$ cat config.mk
export PLATFORM = sky130hd
export DESIGN_NAME = lane_mux_scheduler
export DESIGN_NICKNAME = d
export VERILOG_FILES = /design/src/rtl/lane_mux_scheduler_pkg.sv /design/src/rtl/lane_mux_scheduler_fifo.sv /design/src/rtl/lane_mux_scheduler.sv
export SDC_FILE = /design/constraint.sdc
export NUM_CORES = 1
export LEC_CHECK = 0
export CORE_MARGIN = 4
export CORE_UTILIZATION = 30
export CTS_BUF_LIST = sky130_fd_sc_hd__clkbuf_16
export CTS_CLUSTER_SIZE = 8
export DETAILED_ROUTE_END_ITERATION = 6
export GPL_ROUTABILITY_DRIVEN = 0
export PLACE_DENSITY = 0.47
export SYNTH_ARGS = -nofsm -noshare
export SYNTH_HDL_FRONTEND = slang
export SYNTH_SLANG_ARGS = --single-unit
$ cat constraint.sdc
create_clock -name clk4f -period 2.4 [get_ports clk4f]
set_clock_uncertainty 0.05 [all_clocks]
set_input_delay 0.36 -clock clk4f [delete_from_list [all_inputs] [get_ports clk4f]]
set_output_delay 0.36 -clock clk4f [all_outputs]
set_load 0.05 [all_outputs]
$ cat src/rtl/lane_mux_scheduler_pkg.sv
// Shared lane geometry, mode encodings and the round-robin search helper
// used by the lane multiplexing scheduler.
package lane_mux_scheduler_pkg;

    localparam int LANES     = 4;
    localparam int LANE_W    = 9;
    localparam int VALID_BIT = 8;

    typedef enum logic {
        MODE_FIXED = 1'b0,
        MODE_RR    = 1'b1
    } mode_e;

    typedef logic [1:0] lane_idx_t;

    typedef struct packed {
        logic      found;
        lane_idx_t lane;
    } grant_t;

    // First non-empty lane at or after ptr, wrapping; scanning from the far
    // end lets the nearest candidate overwrite earlier hits.
    function automatic grant_t rr_search(input logic [LANES-1:0] nonempty,
                                         input lane_idx_t        ptr);
        grant_t    g;
        lane_idx_t idx;
        g.found = 1'b0;
        g.lane  = ptr;
        for (int k = LANES - 1; k >= 0; k--) begin
            idx = ptr + lane_idx_t'(k);
            if (nonempty[idx]) begin
                g.found = 1'b1;
                g.lane  = idx;
            end
        end
        return g;
    endfunction

endpackage

$ cat src/rtl/lane_mux_scheduler_fifo.sv
// Per-lane byte FIFO: wrap-around pointers, occupancy count 0..DEPTH,
// flags derived from the registered count only.
module lane_fifo #(
    parameter int DEPTH = 2
) (
    input  logic       clk4f,
    input  logic       reset,
    input  logic       i_push,
    input  logic       i_pop,
    input  logic [7:0] i_din,
    output logic       o_full,
    output logic       o_empty,
    output logic [7:0] o_dout
);

    localparam int PTR_W = $clog2(DEPTH);
    localparam int CNT_W = $clog2(DEPTH + 1);

    logic [7:0]       r_mem [DEPTH];
    logic [PTR_W-1:0] r_wr_ptr;
    logic [PTR_W-1:0] r_rd_ptr;
    logic [CNT_W-1:0] r_count;
    logic             w_push_ok;
    logic             w_pop_ok;

    assign o_full    = (r_count == CNT_W'(DEPTH));
    assign o_empty   = (r_count == '0);
    // A full FIFO refuses the push even when it is being popped this edge.
    assign w_push_ok = i_push & ~o_full;
    assign w_pop_ok  = i_pop & ~o_empty;
    assign o_dout    = r_mem[r_rd_ptr];

    // NOTE: sequential state uses non-blocking assignments so every register samples pre-edge values.
    always_ff @(posedge clk4f or posedge reset) begin
        if (reset) begin
            r_wr_ptr <= '0;
            r_rd_ptr <= '0;
            r_count  <= '0;
        end else begin
            if (w_push_ok) r_wr_ptr <= r_wr_ptr + PTR_W'(1);
            if (w_pop_ok)  r_rd_ptr <= r_rd_ptr + PTR_W'(1);
            case ({w_push_ok, w_pop_ok})
                2'b10:   r_count <= r_count + CNT_W'(1);
                2'b01:   r_count <= r_count - CNT_W'(1);
                default: r_count <= r_count;
            endcase
        end
    end

    // NOTE: storage has no reset; the cleared count makes stale contents unreachable.
    always_ff @(posedge clk4f) begin
        if (w_push_ok) r_mem[r_wr_ptr] <= i_din;
    end

endmodule

$ cat src/rtl/lane_mux_scheduler.sv
// Schedules four buffered byte lanes onto one registered output lane using
// either fixed TDM slots or work-conserving round-robin.
module lane_mux_scheduler
    import lane_mux_scheduler_pkg::*;
#(
    parameter int         DEPTH     = 2,
    parameter logic [7:0] IDLE_BYTE = 8'h00
) (
    input  logic              clk4f,
    input  logic              reset,
    input  logic              mode_rr,
    input  logic [LANE_W-1:0] data0,
    input  logic [LANE_W-1:0] data1,
    input  logic [LANE_W-1:0] data2,
    input  logic [LANE_W-1:0] data3,
    output logic              in_ready0,
    output logic              in_ready1,
    output logic              in_ready2,
    output logic              in_ready3,
    input  logic              out_ready,
    output logic [LANE_W-1:0] data_out,
    output logic [1:0]        lane_out
);

    logic [LANE_W-1:0] w_data [LANES];
    logic [7:0]        w_dout [LANES];
    logic [LANES-1:0]  w_full;
    logic [LANES-1:0]  w_empty;
    logic [LANES-1:0]  w_pop;

    mode_e             r_mode;
    lane_idx_t         r_slot;
    lane_idx_t         r_ptr;

    mode_e             w_mode_in;
    lane_idx_t         w_slot_cur;
    lane_idx_t         w_slot_nxt;
    lane_idx_t         w_ptr_nxt;
    lane_idx_t         w_lane_nxt;
    logic [LANE_W-1:0] w_data_nxt;
    grant_t            w_grant;

    assign w_data[0] = data0;
    assign w_data[1] = data1;
    assign w_data[2] = data2;
    assign w_data[3] = data3;

    for (genvar gi = 0; gi < LANES; gi++) begin : g_lane
        lane_fifo #(.DEPTH(DEPTH)) u_fifo (
            .clk4f   (clk4f),
            .reset   (reset),
            .i_push  (w_data[gi][VALID_BIT]),
            .i_pop   (w_pop[gi]),
            .i_din   (w_data[gi][7:0]),
            .o_full  (w_full[gi]),
            .o_empty (w_empty[gi]),
            .o_dout  (w_dout[gi])
        );
    end

    assign in_ready0 = ~w_full[0];
    assign in_ready1 = ~w_full[1];
    assign in_ready2 = ~w_full[2];
    assign in_ready3 = ~w_full[3];

    // The mode input sampled at this advance selects the policy; leaving RR
    // for FIXED serves slot 0 on that same advance.
    // NOTE: every always_comb output gets a default first so no latch is inferred.
    always_comb begin
        w_mode_in  = mode_e'(mode_rr);
        w_slot_cur = (r_mode == MODE_RR && w_mode_in == MODE_FIXED) ? '0 : r_slot;
        w_grant    = rr_search(~w_empty, r_ptr);
        w_data_nxt = {1'b0, IDLE_BYTE};
        w_lane_nxt = w_slot_cur;
        w_slot_nxt = r_slot;
        w_ptr_nxt  = r_ptr;
        w_pop      = '0;
        if (w_mode_in == MODE_FIXED) begin
            w_slot_nxt = w_slot_cur + 2'd1;
            if (!w_empty[w_slot_cur]) begin
                w_pop[w_slot_cur] = out_ready;
                w_data_nxt        = {1'b1, w_dout[w_slot_cur]};
            end
        end else begin
            w_lane_nxt = r_ptr;
            if (w_grant.found) begin
                w_lane_nxt          = w_grant.lane;
                w_ptr_nxt           = w_grant.lane + 2'd1;
                w_pop[w_grant.lane] = out_ready;
                w_data_nxt          = {1'b1, w_dout[w_grant.lane]};
            end
        end
    end

    always_ff @(posedge clk4f or posedge reset) begin
        if (reset) begin
            r_mode   <= MODE_FIXED;
            r_slot   <= '0;
            r_ptr    <= '0;
            data_out <= {1'b0, IDLE_BYTE};
            lane_out <= '0;
        end else if (out_ready) begin
            r_mode   <= w_mode_in;
            r_slot   <= w_slot_nxt;
            r_ptr    <= w_ptr_nxt;
            data_out <= w_data_nxt;
            lane_out <= w_lane_nxt;
        end
    end

endmodule

==> impl_metrics.py, run 1 <==
metrics = {
    "status": {
        "outcome": "finished clean",
    },
    "clock_tree": {
        "root_buffer": "clkbuf_16",
        "cts_tree": "done",
        "insertion_delay_ps": 350,
        "h-tree-depth": 3,
        "clkSlewWorstSetupHoldPaths_ps": 70,
        "cts.path.max_buffers": 2,
        "cts_inserted_buffers": 9,
        "clkSinkCount": 96,
    },
    "timing": {
        "tightest_slew_ps": 526,
        "fmax_ghz": 0.417,
        "rsz0062_at_grt": "true",
        "fin_crit_sh_pct": 100,
        "setup_slack_ps": 0.426,
        "max-slew-margin-rel_pct": 64.9,
        "final-max-slew-violation-count": 0,
        "setup_viol": 0,
        "hold_viol": 0,
        "holdWs_ps": 355,
        "fin_crit_ps": 2400,
    },
    "global_route": {
        "grt_pass1_vias": 3131,
        "gr-usage-all-layers_pct": 13.9,
        "grt_start_max_net_pins": 33,
        "grt_pass1_wl_um": 17600,
        "antenna_found_initial": 0,
        "grt_overflow": 0,
    },
    "detailed_routing": {
        "vias_per_cell": 4.97,
        "ant_nets": 0,
        "wl_per_cell_um": 17.8,
        "drc": 0,
        "dr.first_iter.drc_count": 226,
        "first_pass_iters": 5,
        "postRouteWirelength_um": 11300,
        "via_count": 3144,
    },
    "cells_and_area": {
        "layout-area-overhead-vs-synth_pct": 31.5,
        "multi_input_area_mm2": 0.00172,
        "fill_cells": 1371,
        "layout.nets": 491,
        "fin_cells": 632,
        "antennaDiodeCount": 0,
        "drive_gt1_share_pct": 19.4,
        "seq_area_mm2": 0.00272,
    },
    "synthesis": {
        "yosysMostFrequentCell": "edfxtp_1",
        "synth_cell_types": 42,
        "ys_ff_latch": 96,
        "synth_nets": 400,
        "yosys-top-cells-area": "edfxtp_1 43%, dfrtp_1 18%, a211oi_1 4.2%, mux2i_1 3.6%, o21ai_0 3.0%",
        "seq_area_frac_synth_pct": 60.7,
        "synth_cells": 352,
        "synth_async_sr_flop_share_pct": 33.3,
        "yosys.area.top_type": "edfxtp_1",
        "syn_avg_cell_area_um2": 12.7,
        "yosys-top-cells-count": "64 x edfxtp_1, 32 x dfrtp_1, 27 x o21ai_0",
        "synth.top_cell.area_share_pct": 42.8,
        "synth_edf_count": 64,
        "netlist_area_mm2": 0.00449,
        "yosys_most_used_dff": "edfxtp_1",
        "ys_warn_count": 0,
    },
    "job": {
        "maxCapViolations": 0,
    },
    "setup_path": {
        "slowest_stage": "or4_4",
        "setup.worst_path.start_class": "register",
        "path_class": "reg -> reg",
        "cp_num_buf_inv": 0,
        "crit_chain": "or4_4 -> o221a_4 -> or2_4 -> a32o_2 -> ha_4 -> xnor2_1 -> nor2_1 -> xor2_1",
        "cp_max_fo": 4,
        "critPathTopFamily": "simple AND/OR/NAND/NOR gates",
        "worst_ep_required_time_ps": 2580,
        "endpoint_kind": "register",
        "max_stage_delay_ps": 530,
        "crit_arrival_ps": 2580,
    },
    "die": {
        "initial_core_util_pct": 30.7,
        "die_area_mm2": 0.0170,
        "num_rows": 44,
        "die_h_um": 130,
        "core_mm2": 0.0146,
        "ios": 55,
        "dieWidth_um": 130,
    },
    "placed_design": {
        "place_ws_ps": -158,
        "port_buffers": 54,
        "place_hpwl_um": 8140,
        "dp_cells": 611,
    },
    "power": {
        "p_per_area_mw_per_mm2": 1330,
        "ir_drop_mv": 0.529,
        "leakage_nw": 2.21,
    },
    "worst_hold_path": {
        "hold_path.class": "in -> async",
    },
}
==> layer usage <==
layer  GRT usage [%]  part of all wire (%)
met5               0                     0
met4            3.85                   1.2
met3            4.91                   7.4
met2            21.5                    46
met1            18.5                    45
==> path summary, 6_finish.rpt <==
check,start,to,slack (ps),cells after the start
max,g_lane[3].u_fifo.r_count[1],g_lane[2].u_fifo.r_count[1],0.4,8
min,reset,r_ptr[0],350,3
max reg2reg,g_lane[3].u_fifo.r_count[1],g_lane[2].u_fifo.r_count[1],0.4,8
min reg2reg,g_lane[0].u_fifo.r_wr_ptr,g_lane[0].u_fifo.r_wr_ptr,430,1
max in group asynchronous,reset,data_out[4],1620,3
min in group clk4f,g_lane[0].u_fifo.r_wr_ptr,g_lane[0].u_fifo.r_wr_ptr,430,1
==> cells by family (layout without fill, tap and decap cells) <==
group	after synthesis	count (layout)	share of synthesized area, %
AOI/OAI and AO/OA	96	96	15.0
DFF	96	96	60.7
and+or+nand+nor	80	80	9.23
muxes	26	26	6.08
buffers and inverters	25	121	2.68
xor gates and xnor gates	21	21	4.10
adders and majority gates	8	8	2.23
==> stage by stage <==
step / utilization, % / TNS (ps) / instance area (um^2) / power, mW
after floorplan: - / -170 / 4510 / 4.89
after global placement: 37.7 / -497 / 5500 / 6.14
after detailed placement: 37.7 / -665 / 5500 / 6.16
after CTS: 39.9 / -38.2 / 5820 / 7.74
after global routing: 40.4 / -153 / 5900 / 8.32
final: 40.4 / 0 / 5900 / 7.82
==> where the power goes <==
group          internal (mW)  switching (mW)
registers               2.33           0.392
logic                   1.56            2.02
clock network          0.905           0.609
total                   4.80            3.02
==> sequential cells by signal (all words and copies together), names as in the netlist <==
| signal | cells |
|---|---|
| r_mode | 1 |
| r_slot | 2 |
| g_lane.u_fifo.r_count | 8 |
| lane_out | 2 |
| data_out | 9 |
| g_lane.u_fifo.r_mem | 64 |
| g_lane.u_fifo.r_rd_ptr | 4 |
| g_lane.u_fifo.r_wr_ptr | 4 |
| r_ptr | 2 |
==> layout by cell type, fill, tap and decap left out, types with 9 or more instances in the layout <==
master / n
nand2_1: 16
clkbuf_16: 9
a21oi_1: 14
o21ai_0: 27
dfrtp_1: 32
nor2_1: 18
mux2_2: 10
a211oi_1: 25
buf_4: 44
mux2i_1: 16
nor2b_1: 12
xnor2_1: 12
clkdlybuf4s50_1: 54
edfxtp_1: 64
==> cell type report <==
class | instances | share of cell area (%)
Clock buffer | 9 | 3.82
Clock inverter | 7 | 1.46
Timing Repair Buffer | 99 | 15.1
Multi-Input combinational cell | 231 | 29.2
Tap cell | 184 | 3.90
Inverter | 6 | 0.382
Sequential cell | 96 | 46.2
==> worst min-delay path, stage by stage <==
cell	delay [ps]
clkdlybuf4s50_1	400
inv_1	50
buf_4	380
==> timing repair <==
action / in CTS / in global routing
hold buffers: 0 / 0
resized for setup: 4 / 10
buffers inserted: 0 / 5
pin swaps: 0 / 6
endpoints found under the setup margin: 8 / 10
Power figures use the tool's default switching activity.
==> run 2: changes to the inputs <==
--- a/config.mk
+++ b/config.mk
@@ -5,13 +5,14 @@
 export SDC_FILE = /design/constraint.sdc
 export NUM_CORES = 1
 export LEC_CHECK = 0
+export CAP_MARGIN = 0
 export CORE_MARGIN = 4
 export CORE_UTILIZATION = 30
 export CTS_BUF_LIST = sky130_fd_sc_hd__clkbuf_16
 export CTS_CLUSTER_SIZE = 8
 export DETAILED_ROUTE_END_ITERATION = 6
 export GPL_ROUTABILITY_DRIVEN = 0
-export PLACE_DENSITY = 0.47
+export PLACE_DENSITY_LB_ADDON = 0.15
 export SYNTH_ARGS = -nofsm -noshare
 export SYNTH_HDL_FRONTEND = slang
 export SYNTH_SLANG_ARGS = --single-unit
==> run 2 against run 1 <==
Net effect:
- the run now ends with negative setup slack left
- combinational power hardly changed
- non-clock buffer count is 2 higher
- via count is 0.25% lower
- critical path type unchanged
- highest routed layer unchanged
==> impl_metrics.py, run 2 (synthesis gave the netlist of run 1 again) <==
metrics = {
    "timing": {
        "holdWs_ps": 365,
        "max-slew-margin-rel_pct": 65.4,
        "setup_slack_ps": -47.4,
        "rsz0062_at_grt": "true",
        "hold_viol": 0,
        "fmax_ghz": 0.409,
        "setup_viol": 1,
        "tightest_slew_ps": 520,
        "fin_crit_ps": 2450,
        "fin_crit_sh_pct": 102,
        "final-max-slew-violation-count": 0,
        "tns_ps": -47.4,
    },
    "setup_path": {
        "worst_ep_required_time_ps": 2580,
        "worstRegToRegCells": 8,
        "setup.worst_path.start_class": "register",
        "path_class": "reg -> reg",
        "max_stage_delay_ps": 530,
        "slowest_stage": "or4_4",
        "crit_arrival_ps": 2630,
        "cp_max_fo": 7,
        "crit_chain": "or4_4 -> o221a_4 -> or2_4 -> a32o_2 -> ha_4 -> xnor2_2 -> nor2_2 -> xor2_1",
        "endpoint_kind": "register",
    },
    "global_route": {
        "grt_pass1_wl_um": 17900,
        "grt_overflow": 0,
        "antenna_found_initial": 0,
        "grt_pass1_vias": 3224,
        "grt_start_max_net_pins": 33,
        "gr-usage-all-layers_pct": 14.0,
    },
    "cells_and_area": {
        "top_register": "g_lane.u_fifo.r_mem",
        "layout-area-overhead-vs-synth_pct": 30.7,
        "layout.nets": 493,
        "fin_cells": 634,
        "final_common_cell": "edfxtp_1",
        "final_cell_mix": "64 x edfxtp_1, 53 x clkdlybuf4s50_1, 47 x buf_4, 32 x dfrtp_1, 27 x o21ai_0",
        "largest_register_ffs": 64,
        "antennaDiodeCount": 0,
        "utilization_pct": 40.2,
        "final_cell_area_mm2": 0.00586,
        "drive_gt1_share_pct": 20.0,
        "top_regs": "g_lane.u_fifo.r_mem x64, data_out x9, g_lane.u_fifo.r_count x8",
    },
    "power": {
        "internal_power_mw": 4.57,
        "seq_power_share_pct": 35.6,
        "ir_drop_mv": 0.547,
        "power.clock.fraction_pct": 17.1,
        "combPwrFrac_pct": 47.3,
        "leakage_nw": 2.20,
        "p_sw_mw": 3.04,
        "p_total_mw": 7.62,
        "p_per_area_mw_per_mm2": 1300,
        "swShare_pct": 39.9,
    },
    "clock_tree": {
        "cts_inserted_buffers": 9,
        "h-tree-depth": 3,
        "clkSinkCount": 96,
        "root_buffer": "clkbuf_16",
        "clkSlewWorstSetupHoldPaths_ps": 70,
        "cts.path.max_buffers": 2,
        "insertion_delay_ps": 350,
        "cts_tree": "done",
    },
    "status": {
        "violations": "negative setup slack",
        "outcome": "complete, but fails checks",
    },
    "placed_design": {
        "place_hpwl_um": 8340,
        "place_ws_ps": -313,
        "port_buffers": 54,
        "dp_cells": 614,
        "place_area_mm2": 0.00551,
    },
    "die": {
        "num_rows": 44,
        "ios": 55,
        "initial_core_util_pct": 30.7,
        "core_mm2": 0.0146,
        "die_area_mm2": 0.0170,
        "die_h_um": 130,
        "dieWidth_um": 130,
    },
    "detailed_routing": {
        "postRouteWirelength_um": 11400,
        "first_pass_iters": 4,
        "drc": 0,
        "via_count": 3136,
        "dr.first_iter.drc_count": 200,
        "wl_per_cell_um": 18.0,
        "ant_nets": 0,
        "vias_per_cell": 4.95,
    },
    "worst_hold_path": {
        "hold_path.class": "in -> async",
    },
    "job": {
        "maxCapViolations": 0,
    },
}
## run 2: area by class of cell
class	count	area, um^2
timing repair buffer	101	896
tap	184	230
clock inverter	7	38.8
inverter	6	22.5
multi-input combinational	231	1730
sequential	96	2720
clock buffer	9	225
fill	1400	8730
## run 2: worst max-delay path, delay by kind of cell (launching register included)
kind	cells	cell delay [ps]
AOI/OAI and AO/OA	2	560
xor gates and xnor gates	2	320
adders and majority gates	1	170
DFF	1	380
and+or+nand+nor	3	860
## run 2: metal layers
metal	vias to the layer above	track usage, %	wire length (um)
met4	0	4.65	194
met3	15	3.64	585
li1	1532	-	-
met1	1506	19.3	5370
met2	83	21.5	5250
met5	-	0	0
## run 2: worst paths after layout
| check | start | endpoint | slack (ps) |
|---|---|---|---|
| max | g_lane[3].u_fifo.r_count[1] | g_lane[2].u_fifo.r_count[1] | -50 |
| min | reset | r_ptr[1] | 360 |
| max reg2reg | g_lane[3].u_fifo.r_count[1] | g_lane[2].u_fifo.r_count[1] | -50 |
| min reg2reg | g_lane[0].u_fifo.r_count[1] | g_lane[0].u_fifo.r_count[1] | 440 |
| max in group asynchronous | reset | g_lane[1].u_fifo.r_rd_ptr | 1610 |
| min in group clk4f | g_lane[0].u_fifo.r_count[1] | g_lane[0].u_fifo.r_count[1] | 440 |
## run 2: power groups by stage
stage | registers (mW) | logic [mW] | clock network (mW)
floorplan | 2.85 | 2.04 | 0
global placement | 2.74 | 3.40 | 0
detailed placement | 2.76 | 3.42 | 0
CTS | 2.73 | 3.52 | 1.35
global route | 2.79 | 3.91 | 1.42
finish | 2.71 | 3.60 | 1.30
## run 2: timing repair
action	4_1_cts	5_1_grt
pin swaps	2	5
setup buffers	2	3
hold buffers	0	0
endpoints found under the setup margin	12	9
resized for setup	5	14
hold endpoints to repair	0	0
==> run 3: changes to the inputs <==
--- a/config.mk
+++ b/config.mk
@@ -6,7 +6,7 @@
 export NUM_CORES = 1
 export LEC_CHECK = 0
 export CAP_MARGIN = 0
-export CORE_MARGIN = 4
+export CORE_MARGIN = 2
 export CORE_UTILIZATION = 30
 export CTS_BUF_LIST = sky130_fd_sc_hd__clkbuf_16
 export CTS_CLUSTER_SIZE = 8
==> run 3 against run 2 <==
Net effect:
- cell area is 0.15% lower
- critical path depth stayed put
- global-route usage rose by 0.62 points
- sequential share of layout area up 0.070 points
- total power is 0.14% lower
- wire length decreased by 2.3%
- setup slack improved by 12 ps
- the flow still finishes with violations (negative setup slack)
- combinational power fell by 2%
- highest routed layer unchanged
- sequential power is essentially flat
==> impl_metrics.py, run 3 (synthesis gave the netlist of run 1 again) <==
metrics = {
    "timing": {
        "hold_viol": 0,
        "fin_crit_ps": 2440,
        "setup_viol": 2,
        "final-max-slew-violation-count": 0,
        "tightest_slew_ps": 552,
        "setup_slack_ps": -35.2,
        "fmax_ghz": 0.411,
        "rsz0062_at_grt": "true",
        "fin_crit_sh_pct": 101,
        "holdWs_ps": 377,
        "max-slew-margin-rel_pct": 63.1,
    },
    "clock_tree": {
        "clkSlewWorstSetupHoldPaths_ps": 70,
        "insertion_delay_ps": 340,
        "cts_tree": "done",
        "h-tree-depth": 3,
        "cts.path.max_buffers": 2,
        "cts_hold_buf": 0,
        "cts_inserted_buffers": 9,
        "root_buffer": "clkbuf_16",
        "clkSinkCount": 96,
    },
    "global_route": {
        "grt_util_met2_pct": 22.6,
        "grt.busiest_layer": "met2",
        "grt_use_met3_pct": 3.99,
        "grt_start_max_net_pins": 33,
        "grt_overflow": 0,
        "use_met1_pct": 20.3,
        "grt_pass1_vias": 3159,
        "gr-usage-all-layers_pct": 14.6,
        "antenna_found_initial": 0,
        "grt_pass1_wl_um": 17800,
    },
    "status": {
        "violations": "negative setup slack",
        "outcome": "complete, but fails checks",
    },
    "job": {
        "maxCapViolations": 0,
    },
    "detailed_routing": {
        "postRouteWirelength_um": 11100,
        "via_count": 3132,
        "ant_nets": 0,
        "first_pass_iters": 4,
        "drc": 0,
        "dr.first_iter.drc_count": 159,
        "wl_per_cell_um": 17.6,
        "vias_per_cell": 4.95,
    },
    "die": {
        "dieWidth_um": 126,
        "die_h_um": 126,
        "ios": 55,
        "core_mm2": 0.0146,
        "die_area_mm2": 0.0159,
        "num_rows": 44,
        "initial_core_util_pct": 30.7,
    },
    "cells_and_area": {
        "top_register": "g_lane.u_fifo.r_mem",
        "layout.nets": 492,
        "utilization_pct": 40.1,
        "antennaDiodeCount": 0,
        "largest_register_ffs": 64,
        "drive_gt1_share_pct": 18.5,
        "top_regs": "g_lane.u_fifo.r_mem x64, data_out x9, g_lane.u_fifo.r_count x8",
        "layout-area-overhead-vs-synth_pct": 30.5,
        "final_cell_mix": "64 x edfxtp_1, 54 x clkdlybuf4s50_1, 46 x buf_4, 32 x dfrtp_1, 27 x o21ai_0",
        "final_common_cell": "edfxtp_1",
    },
    "placed_design": {
        "place_hpwl_um": 8160,
        "place_ws_ps": -159,
        "port_buffers": 54,
    },
    "worst_hold_path": {
        "hold_path.class": "in -> async",
    },
    "power": {
        "ir_drop_mv": 0.438,
        "p_per_area_mw_per_mm2": 1300,
        "leakage_nw": 2.19,
    },
    "setup_path": {
        "worst_ep_required_time_ps": 2580,
        "endpoint_kind": "register",
        "cp_max_fo": 8,
        "setup.worst_path.start_class": "register",
        "crit_arrival_ps": 2620,
        "path_class": "reg -> reg",
    },
}
-- run 3: cell count changes in the layout (fill, tap and decap cells not counted), moves of 2 or more --
cell,before,now
clkinv_2,2,0
inv_1,4,6
nor2_1,17,19
o311ai_2,0,2
-- run 3: stage by stage --
step	setup TNS [ps]	instance area, um^2	std cells	power [mW]
after global placement	-577	5520	616	6.13
after detailed placement	-837	5520	616	6.17
final	-39.4	5850	633	7.60
after CTS	-37.1	5820	632	7.62
after floorplan	-170	4510	352	4.89
after global routing	-250	5850	633	8.12
-- run 3: layer usage --
layer  wire, um  vias to the layer above  part of all wire, %
met5          0                        -                    0
met4         55                        0                 0.49
met3        411                        4                  3.7
met2       5260                       71                   47
met1       5410                     1521                   49
li1           -                     1536                    -
-- run 3: worst paths after layout --
| check | depth (start not counted) | end | slack (ps) | startpoint |
|---|---|---|---|---|
| setup reg to reg | 8 | g_lane[2].u_fifo.r_count[1] | -40 | g_lane[3].u_fifo.r_count[1] |
| hold reg to reg | 1 | g_lane[0].u_fifo.r_wr_ptr | 440 | g_lane[0].u_fifo.r_wr_ptr |
| min in group clk4f | 1 | g_lane[0].u_fifo.r_wr_ptr | 440 | g_lane[0].u_fifo.r_wr_ptr |
| max in group asynchronous | 3 | g_lane[2].u_fifo.r_wr_ptr | 1600 | reset |
| hold / removal | 3 | g_lane[0].u_fifo.r_count[1] | 380 | reset |
| setup / recovery | 8 | g_lane[2].u_fifo.r_count[1] | -40 | g_lane[3].u_fifo.r_count[1] |
-- run 3: critical path: stages, from the launching register on --
cell and delay, ps:
dfrtp_1 380, or4_4 530, o221a_4 290, or2_4 280
a32o_2 280, ha_4 170, xnor2_2 150, nor2_1 70
xor2_1 130
-- run 3: timing repair --
item,CTS,global route
setup buffers,0,1
resized for setup,3,10
endpoints found under the setup margin,8,9
pin swaps,1,3
-- run 3: power breakdown --
part,total (mW),switching (mW),internal [mW]
Sequential,2.71,0.385,2.33
Clock,1.39,0.592,0.793
Combinational,3.51,2.01,1.49
-- run 3: final cells by class --
type | count | area (um^2)
Sequential cell | 96 | 2720
Inverter | 6 | 22.5
Timing Repair Buffer | 100 | 886
Fill cell | 1376 | 8740
Clock inverter | 7 | 57.6
Tap cell | 184 | 230
Multi-Input combinational cell | 231 | 1710
Clock buffer | 9 | 225
